[src/rtl/mul_32bits_seq.sv]
// Iterative 32x32->64 shift-and-add multiplier driven through one reused carry-select adder.
// Latency: 32 cycles from the accepting start edge to the done pulse; one result per 33 cycles back-to-back.
// Backpressure: none; start is sampled only in IDLE or DONE and is ignored while busy (no queuing).
//
// Ports: clk, rst_n (async active-low), start, a, b (operands captured on accepted start),
//        sgn (only with MUL_SIGNED_EN: signed-mode request), busy (high in CALC),
//        done (one-cycle pulse), product (64-bit result register, held until next done).
// Optional feature macro: MUL_SIGNED_EN adds the sgn port and two's-complement signed mode.

// 32-bit carry-select adder: 4-bit blocks each precompute both carry-in cases,
// and the real block carry picks one.
module adder_32bits (
    input  logic [31:0] a,
    input  logic [31:0] b,
    input  logic        ci,
    output logic [31:0] s,
    output logic        co
);
    logic [8:0] c;
    assign c[0] = ci;

    for (genvar g = 0; g < 8; g++) begin : g_blk
        logic [4:0] r0;
        logic [4:0] r1;
        assign r0 = {1'b0, a[g*4 +: 4]} + {1'b0, b[g*4 +: 4]};
        assign r1 = {1'b0, a[g*4 +: 4]} + {1'b0, b[g*4 +: 4]} + 5'd1;
        assign s[g*4 +: 4] = c[g] ? r1[3:0] : r0[3:0];
        assign c[g+1]      = c[g] ? r1[4]   : r0[4];
    end

    assign co = c[8];
endmodule

module mul_32bits_seq (
    input  logic        clk,
    input  logic        rst_n,
    input  logic        start,
    input  logic [31:0] a,
    input  logic [31:0] b,
`ifdef MUL_SIGNED_EN
    input  logic        sgn,
`endif
    output logic        busy,
    output logic        done,
    output logic [63:0] product
);
    typedef enum logic [1:0] {
        IDLE = 2'd0,
        CALC = 2'd1,
        DONE = 2'd2
    } state_t;

    state_t      state, state_nxt;
    logic [31:0] mcand;
    logic [31:0] acc_hi;
    logic [31:0] acc_lo;
    logic [4:0]  cnt;
    logic        load;
    logic        last;

    logic [31:0] add_b;
    logic [31:0] sum;
    logic        carry;
    logic [63:0] acc_nxt;
    logic [63:0] result;
    logic [31:0] a_mag;
    logic [31:0] b_mag;

    // Only one adder exists; it adds the multiplicand into the high half
    // whenever the multiplier bit currently at acc_lo[0] is set.
    assign add_b = acc_lo[0] ? mcand : 32'd0;

    adder_32bits u_add (
        .a  (acc_hi),
        .b  (add_b),
        .ci (1'b0),
        .s  (sum),
        .co (carry)
    );

    // 65-bit {co, s, acc_lo} shifted right by one; the carry lands in bit 63
    // so no product bit is ever lost.
    assign acc_nxt = {carry, sum, acc_lo[31:1]};

`ifdef MUL_SIGNED_EN
    logic neg;
    // Two's-complement magnitude; 0x80000000 maps onto itself, read as 2^31 unsigned.
    assign a_mag  = (sgn && a[31]) ? (~a + 32'd1) : a;
    assign b_mag  = (sgn && b[31]) ? (~b + 32'd1) : b;
    assign result = neg ? (~acc_nxt + 64'd1) : acc_nxt;
`else
    assign a_mag  = a;
    assign b_mag  = b;
    assign result = acc_nxt;
`endif

    assign load = start && (state == IDLE || state == DONE);
    assign last = (state == CALC) && (cnt == 5'd31);
    assign busy = (state == CALC);
    assign done = (state == DONE);

    always_ff @(posedge clk or negedge rst_n) begin
        if (!rst_n) begin
            state <= IDLE;
        end else begin
            state <= state_nxt;
        end
    end

    always_comb begin
        state_nxt = state;
        case (state)
            IDLE:    if (start) state_nxt = CALC;
            CALC:    if (cnt == 5'd31) state_nxt = DONE;
            DONE:    state_nxt = start ? CALC : IDLE;
            default: state_nxt = IDLE;
        endcase
    end

    always_ff @(posedge clk or negedge rst_n) begin
        if (!rst_n) begin
            mcand   <= 32'd0;
            acc_hi  <= 32'd0;
            acc_lo  <= 32'd0;
            cnt     <= 5'd0;
            product <= 64'd0;
`ifdef MUL_SIGNED_EN
            neg     <= 1'b0;
`endif
        end else if (load) begin
            mcand  <= a_mag;
            acc_hi <= 32'd0;
            acc_lo <= b_mag;
            cnt    <= 5'd0;
`ifdef MUL_SIGNED_EN
            neg    <= sgn && (a[31] ^ b[31]);
`endif
        end else if (state == CALC) begin
            {acc_hi, acc_lo} <= acc_nxt;
            cnt              <= cnt + 5'd1;
            // Result register is loaded on the same edge that enters DONE.
            if (last) begin
                product <= result;
            end
        end
    end
endmodule
[config.mk]
export PLATFORM = sky130hd
export DESIGN_NAME = mul_32bits_seq
export DESIGN_NICKNAME = d
export VERILOG_FILES = /design/src/rtl/mul_32bits_seq.sv
export SDC_FILE = /design/constraint.sdc
export NUM_CORES = 1
export LEC_CHECK = 0
export BUFFER_PORTS_ARGS = -buffer_cell sky130_fd_sc_hd__clkbuf_2
export CAP_MARGIN = 15
export CORE_ASPECT_RATIO = 1.5
export CORE_UTILIZATION = 40
export DETAILED_ROUTE_END_ITERATION = 8
export PLACE_DENSITY = 0.58
export SLEW_MARGIN = 20
export SYNTH_ARGS = -nofsm -noshare
export SYNTH_HDL_FRONTEND = slang
export SYNTH_SLANG_ARGS = --single-unit
[constraint.sdc]
create_clock -name clk -period 5.9 [get_ports clk]
set_clock_uncertainty 0.2 [all_clocks]
set_input_delay 0.59 -clock clk [delete_from_list [all_inputs] [get_ports clk]]
set_output_delay 0.59 -clock clk [all_outputs]
set_load 0.01 [all_outputs]
==> summary.txt, run 1 <==
Clock tree
  – # clock sinks: 167
  – Post-CTS Setup Bufs: 0
  – Num CTS Buffers: 17
  – Max Root-Sink Buffers: 2
  – CTS clk-pin slew, worst paths: 0.07 ns
  – CTS tree: built
  – H-tree Lvls: 4
  – Root Driver: clkbuf_16
  – Clk_lat worst skew: 0.43 ns

Critical path
  – Critical Path, Cell by Cell: and2_1 > ha_1 > inv_1 > fa_1 > nand2b_1 > a21oi_2 > nor4b_2 > xnor2_2 > nand4_2 > mux2i_1 > mux2i_2 > mux2i_2 > mux2i_4 > xnor2_4 > mux2i_1 > o21ai_1
  – Crit path max fanout: 12
  – Critical path type: reg -> reg
  – Crit path max-delay cell type: dfrtp_1
  – Worst setup SP type: flop
  – Worst setup EP type: flop
  – Critical path required time: 5.99 ns
  – Delay of the slowest cell on the worst path: approximately 0.55 ns
  – Worst Path Arrival: 5.00 ns

Yosys
  – Compound-Gate Fraction of Synth Area: 0.0944
  – Ys Warns: 0
  – Area leader, netlist: dfrtp_1
  – Netlist cell types: 38
  – Largest cells by area after synthesis: dfrtp_1, mux2_2, ha_1
  – XOR/XNOR Fraction of Synth Area: 0.0513
  – Flops & latches, synth: 167
  – Largest family of logic cells by synthesized area: simple AND/OR/NAND/NOR gates
  – Syn Area/Cell: ~11 um2
  – Post-synthesis cell count: 746
  – Seq/Total Area, Yosys: 0.510
  – Top cell type's share of synthesized area: 0.510
  – Post-synthesis mux area share: 0.117
  – Synthesized cell area: around 8000 um2
  – Post-synthesis simple-gate area fraction: 0.121
  – Synthesized-area fraction occupied by adder cells: 0.0822
  – Synthesized Nets: roughly 860

Die
  – DIE HEIGHT: about 180 um
  – Die X: approximately 120 um
  – Core ar.: 19900 um2
  – Die area: ~21000 um2
  – Num rows: 63
  – Starting density of the core: 0.411
  – I/O Pins: between 100 and 150

Drt
  – Drt pass-1 iters: 4
  – Met1 WL: approximately 7.9 mm
  – Final wirelength: about 18 mm
  – Drt drc: 0
  – Via count: around 5700
  – WL/cell: 15.8 um
  – WL met3: approximately 620 um
  – Initial drt markers: 226
  – DR top layer: met4
  – Vias/cell: about 5.0
  – ANT nets after route: 0
  – Routed length on met2: 9.25 mm

GRT
  – Largest net degree at the start of global routing: 100
  – Tot GR Track Use: 0.186
  – Number of global-route vias before repair: ~6000
  – First-pass GRT wire length: around 30 mm
  – Initial antenna violation count: 0
  – Total gr overflow: 0

Power
  – Leakage dissipation: about 4.7 nW
  – Peak supply drop: roughly 0.23 mV
  – Cell area power density: just over 600 nW/um2

Timing
  – WHS: roughly 0.16 ns
  – # setup viols final: 0
  – Slew at the pin with the worst max-slew slack: 0.898 ns
  – Final Hold Fails: 0
  – RSZ-0062 raised after global routing: no
  – Post-route minimum period: a little under 5 ns
  – Relative slew slack: 0.401
  – Final TNS setup: 0 ns
  – Max frequency: a little over 200 MHz
  – Slew Limit Fails: 0
  – Final worst path period share: 0.831

Finish
  – Layout area overhead: 18.8%
  – Commonest non-fill, non-tap cell in the layout: dfrtp_1
  – Fill cells: 1870
  – Layout cells sized above 1: 0.281
  – Commonest cells after routing, fill and taps aside: dfrtp_1, nand2_1, clkbuf_2
  – Final nets: approximately 990
  – Non-Filler Instances: ~1100
  – N_diodes: 0
  – Final Cell Area: about 9700 um2
  – Util after Layout: 0.488

Placement
  – Port Buf Inserts: approximately 130
  – GPL Wtd Cong: 0.774
  – Placed Area: 9130 um2
  – Dpl hpwl: between 10 and 15 mm
  – Placed cells: about 1100

Run
  – Maxcap violations: 0

Hold path
  – Hold WC Path Type: in -> reg

Status
  – Status: finished clean
[Yosys cell counts]
cell and count:
a21o_1 13, a21oi_1 19, a21oi_2 1, a22o_1 2, a22oi_1 23, a32oi_1 1
and2_1 29, and3_1 4, buf_1 1, clkbuf_1 34, dfrtp_1 167, fa_1 8
ha_1 41, inv_1 16, mux2_2 64, mux2i_1 19, mux2i_2 2, mux2i_4 1
nand2_1 132, nand2b_1 3, nand3_1 8, nand3b_1 3, nand4_1 8, nand4_2 1
nand4b_1 2, nor2_1 13, nor2b_1 3, nor3_1 5, nor4b_2 1, o21ai_0 63
o21ai_1 10, o21bai_1 1, or2_2 1, or3_1 2, xnor2_1 26, xnor2_2 1
xnor2_4 1, xor2_1 17
[where the power goes]
| part | internal, W | leakage, nW | switching (W) | total, W |
|---|---|---|---|---|
| combinational | 0.00125 | 2.35 | 0.00158 | 0.00284 |
| sequential | 0.00170 | 2.09 | 0.000338 | 0.00204 |
| clock | 0.000632 | 0.291 | 0.000493 | 0.00113 |
| total | 0.00359 | 4.73 | 0.00241 | 0.00600 |
[sequential cells by signal (all words and copies together) (netlist names)]
| signal | flops |
|---|---|
| product | 64 |
| state | 2 |
| acc_lo | 32 |
| acc_hi | 32 |
| mcand | 32 |
| cnt | 5 |
[worst paths after layout]
path                                         startpoint                 endpoint  slack [ns]  cells after the start
worst max-delay path              acc_lo[0]$_DFFE_PN0P_  product[60]$_DFFE_PN0P_         1.0                     16
worst min register to register  product[51]$_DFFE_PN0P_  product[51]$_DFFE_PN0P_        0.28                      2
min in group asynchronous                         rst_n  product[28]$_DFFE_PN0P_        0.48                      2
worst max register to register    acc_lo[0]$_DFFE_PN0P_  product[60]$_DFFE_PN0P_         1.0                     16
worst min-delay path                              b[18]   acc_lo[18]$_DFFE_PN0P_        0.16                      3
max in group asynchronous                         rst_n  product[54]$_DFFE_PN0P_        3.77                      3
[area by class of cell]
type	instances	area, um2	share of cell area
flip-flops and latches	167	4180	0.429
multi-input cells	528	3850	0.396
repair buffers	140	729	0.0750
clock buffers	17	425	0.0437
well taps	260	325	0.0334
clock inverters	15	160	0.0165
inverters	16	60.1	0.00617
[worst max-delay path: cells and delay by family, from the launching register on]
family	cells	cell delay, ns
flip-flops	1	0.55
multiplexers	5	1.73
adder cells (fa/ha/maj)	2	0.54
buffers and inverters	1	0.05
AO/OA/AOI/OAI	2	0.36
XOR/XNOR	2	0.43
AND/OR/NAND/NOR	4	0.92
[cells by family after synthesis]
family / Yosys count
buf+inv: 51
flops: 167
simple gates: 215
mux: 86
compound gates: 133
xor+xnor: 45
fa+ha+maj: 49
[what timing repair did]
item	in CTS	in global routing
endpoints found under the hold margin	49	0
resized for setup	0	0
hold buffers	1	0
[routing by layer]
layer / up-vias / track usage
met5: - / 0
met4: 0 / 0.0654
met1: 2777 / 0.224
met3: 18 / 0.0419
met2: 101 / 0.324
li1: 2813 / -
[through the flow]
stage / power [W] / setup WS (ns)
final: 0.00600 / 0.998
after global routing: 0.00654 / 0.657
after CTS: 0.00610 / 0.900
after detailed placement: 0.00494 / 0.983
after global placement: 0.00487 / 1.02
after floorplan: 0.00409 / 1.43
Power figures use the tool's default switching activity.
==> run 2: changes to the inputs <==
--- a/config.mk
+++ b/config.mk
@@ -10,7 +10,7 @@
 export CORE_ASPECT_RATIO = 1.5
 export CORE_UTILIZATION = 40
 export DETAILED_ROUTE_END_ITERATION = 8
-export PLACE_DENSITY = 0.58
+export PLACE_DENSITY = 0.6
 export SLEW_MARGIN = 20
 export SYNTH_ARGS = -nofsm -noshare
 export SYNTH_HDL_FRONTEND = slang
==> constraint.sdc (replaced) <==
create_clock -name clk -period 4.4 [get_ports clk]
set_clock_uncertainty 0.2 [all_clocks]
set_input_delay 0.44 -clock clk [delete_from_list [all_inputs] [get_ports clk]]
set_output_delay 0.44 -clock clk [all_outputs]
set_load 0.01 [all_outputs]
==> summary.txt, run 2 (synthesized netlist as in run 1, its figures left out) <==
Power
  – Clock share of power: 0.170
  – Reg power frac: 0.332
  – Switching Share: 0.404
  – Cell area power density: about 800 nW/um2
  – Combinational Power Share: 0.498
  – Int Power: roughly 0.005 W
  – Peak supply drop: roughly 0.34 mV
  – Leakage dissipation: a little under 5 nW
  – Switch Pwr: between 0.003 and 0.004 W

Critical path
  – Buffers plus inverters on the worst setup path: 3
  – Critical path type: reg -> reg
  – Critical path required time: around 4.5 ns
  – Worst setup EP type: flop
  – Critical Path, Cell by Cell: and2_4 > ha_4 > inv_2 > fa_2 > inv_2 > ha_4 > nand2_4 > nor4b_4 > xnor2_2 > nand4_2 > mux2i_4 > mux2i_2 > mux2i_2 > mux2i_4 > xnor2_4 > buf_4 > mux2i_1 > nand2_1
  – Largest delay contributor family on the critical path: multiplexers
  – Delay of the slowest cell on the worst path: between 0.4 and 0.5 ns
  – Worst Path Arrival: 4.42 ns
  – R2R depth: 18
  – WP depth: 18
  – Worst setup SP type: flop
  – Crit path max-delay cell type: fa_2
  – Crit path max fanout: 7

GRT
  – Number of global-route vias before repair: around 6000
  – Tot GR Track Use: 0.181
  – Total gr overflow: 0
  – First-pass GRT wire length: 29.8 mm
  – Largest net degree at the start of global routing: between 100 and 150
  – Initial antenna violation count: 0

Drt
  – Final wirelength: ~18 mm
  – ANT nets after route: 0
  – Vias/cell: around 5.0
  – Via count: 5847
  – Drt drc: 0
  – Met1 WL: around 7.5 mm
  – WL met3: 720 um
  – Initial drt markers: around 230
  – WL/cell: around 15 um
  – Routed length on met2: 9.32 mm
  – Drt pass-1 iters: 4
  – DR top layer: met4

Clock tree
  – Max Root-Sink Buffers: 2
  – CTS clk-pin slew, worst paths: 0.07 ns
  – H-tree Lvls: 4
  – # clock sinks: 167
  – Root Driver: clkbuf_16
  – Num CTS Buffers: 17
  – Clk_lat worst skew: roughly 0.44 ns
  – CTS tree: built

Timing
  – Slack of the critical path: roughly 0.10 ns
  – Slew Limit Fails: 0
  – Max frequency: roughly 230 MHz
  – RSZ-0062 raised after global routing: yes
  – Final Hold Fails: 0
  – # setup viols final: 0
  – Relative slew slack: 0.392
  – Slew at the pin with the worst max-slew slack: between 0.9 and 1 ns
  – WHS: around 0.0063 ns
  – Final worst path period share: 0.977
  – Final TNS setup: 0 ns
  – Post-route minimum period: around 4.3 ns

Finish
  – Max reg flops: 64
  – Layout cells sized above 1: 0.308
  – Reg with most FFs: product
  – N_diodes: 0
  – Commonest cells after routing, fill and taps aside: dfrtp_1, clkbuf_2, nand2_1
  – Area of the multi-input gates: ~4000 um2
  – Final nets: 1007
  – Fill cells: about 1900
  – Layout area overhead: 22.2%
  – Reg area: roughly 4200 um2
  – Util after Layout: 0.502
  – Commonest non-fill, non-tap cell in the layout: dfrtp_1

Die
  – DIE HEIGHT: 177 um
  – Die area: between 20000 and 25000 um2
  – Num rows: 63
  – Core ar.: 19900 um2
  – Die X: roughly 120 um
  – I/O Pins: 133
  – Starting density of the core: 0.411

Placement
  – Dpl hpwl: about 12 mm
  – Port Buf Inserts: around 130
  – Dpl ws: -0.0472 ns
  – GPL Wtd Cong: approximately 0.8

Hold path
  – Hold WC Path Type: in -> reg
  – Hold depth: 3

Status
  – Status: finished clean

Run
  – Maxcap violations: 0
## run 2: cell types whose count changed in the layout (fill, tap and decap cells not counted), sizes merged
cell	before	now
bufinv	2	0
buf	8	22
clkinv	5	6
clkinvlp	1	3
dlygate4sd3	1	8
inv	23	22
## run 2: final timing paths
kind	from	end	slack (ns)
max in group asynchronous	rst_n	acc_hi[22]$_DFFE_PN0P_	2.60
worst max-delay path	acc_lo[0]$_DFFE_PN0P_	product[62]$_DFFE_PN0P_	0.10
min in group asynchronous	rst_n	product[22]$_DFFE_PN0P_	0.46
worst min register to register	product[43]$_DFFE_PN0P_	product[43]$_DFFE_PN0P_	0.28
worst min-delay path	b[29]	acc_lo[29]$_DFFE_PN0P_	0.006
worst max register to register	acc_lo[0]$_DFFE_PN0P_	product[62]$_DFFE_PN0P_	0.10
## run 2: cell type report
class / count / area share
sequential: 167 / 0.418
inverter: 16 / 0.00600
tap: 260 / 0.0325
timing repair buffer: 161 / 0.0917
multi-input combinational: 528 / 0.397
clock buffer: 17 / 0.0425
clock inverter: 15 / 0.0121
## run 2: routing by layer
layer / vias up / track usage
met4: 0 / 0.0591
li1: 2854 / -
met3: 18 / 0.0477
met1: 2874 / 0.214
met5: - / 0
met2: 101 / 0.319
## run 2: repair_timing
| item | CTS | global route |
|---|---|---|
| setup buffers | 2 | 6 |
| hold endpoints to repair | 107 | 0 |
| pin swaps | 1 | 13 |
| hold buffers | 8 | 0 |
| setup endpoints to repair | 9 | 16 |
| gates resized for setup | 2 | 19 |
## run 2: tightest hold or removal path: cells and delay by family
kind	cells	cell delay, ns
simple gates	1	0.05
buf+inv	1	0.08
compound gates	1	0.05
## run 2: power by group through the flow
stage	Sequential (W)	Clock, W	Combinational (W)
floorplan	0.00273	0	0.00278
global placement	0.00274	0	0.00384
detailed placement	0.00274	0	0.00395
CTS	0.00273	0.00143	0.00397
global route	0.00283	0.00149	0.00461
finish	0.00272	0.00139	0.00408
## run 2: per-stage QoR
stage          cell area [um2]  instances  total power [W]
4_1_cts                   9860       1158          0.00813
5_1_grt                  10000       1164          0.00894
3_5_place_dp              9200       1116          0.00669
3_3_place_gp              9200       1116          0.00657
6_report                 10000       1164          0.00820
2_1_floorplan             8210        746          0.00551
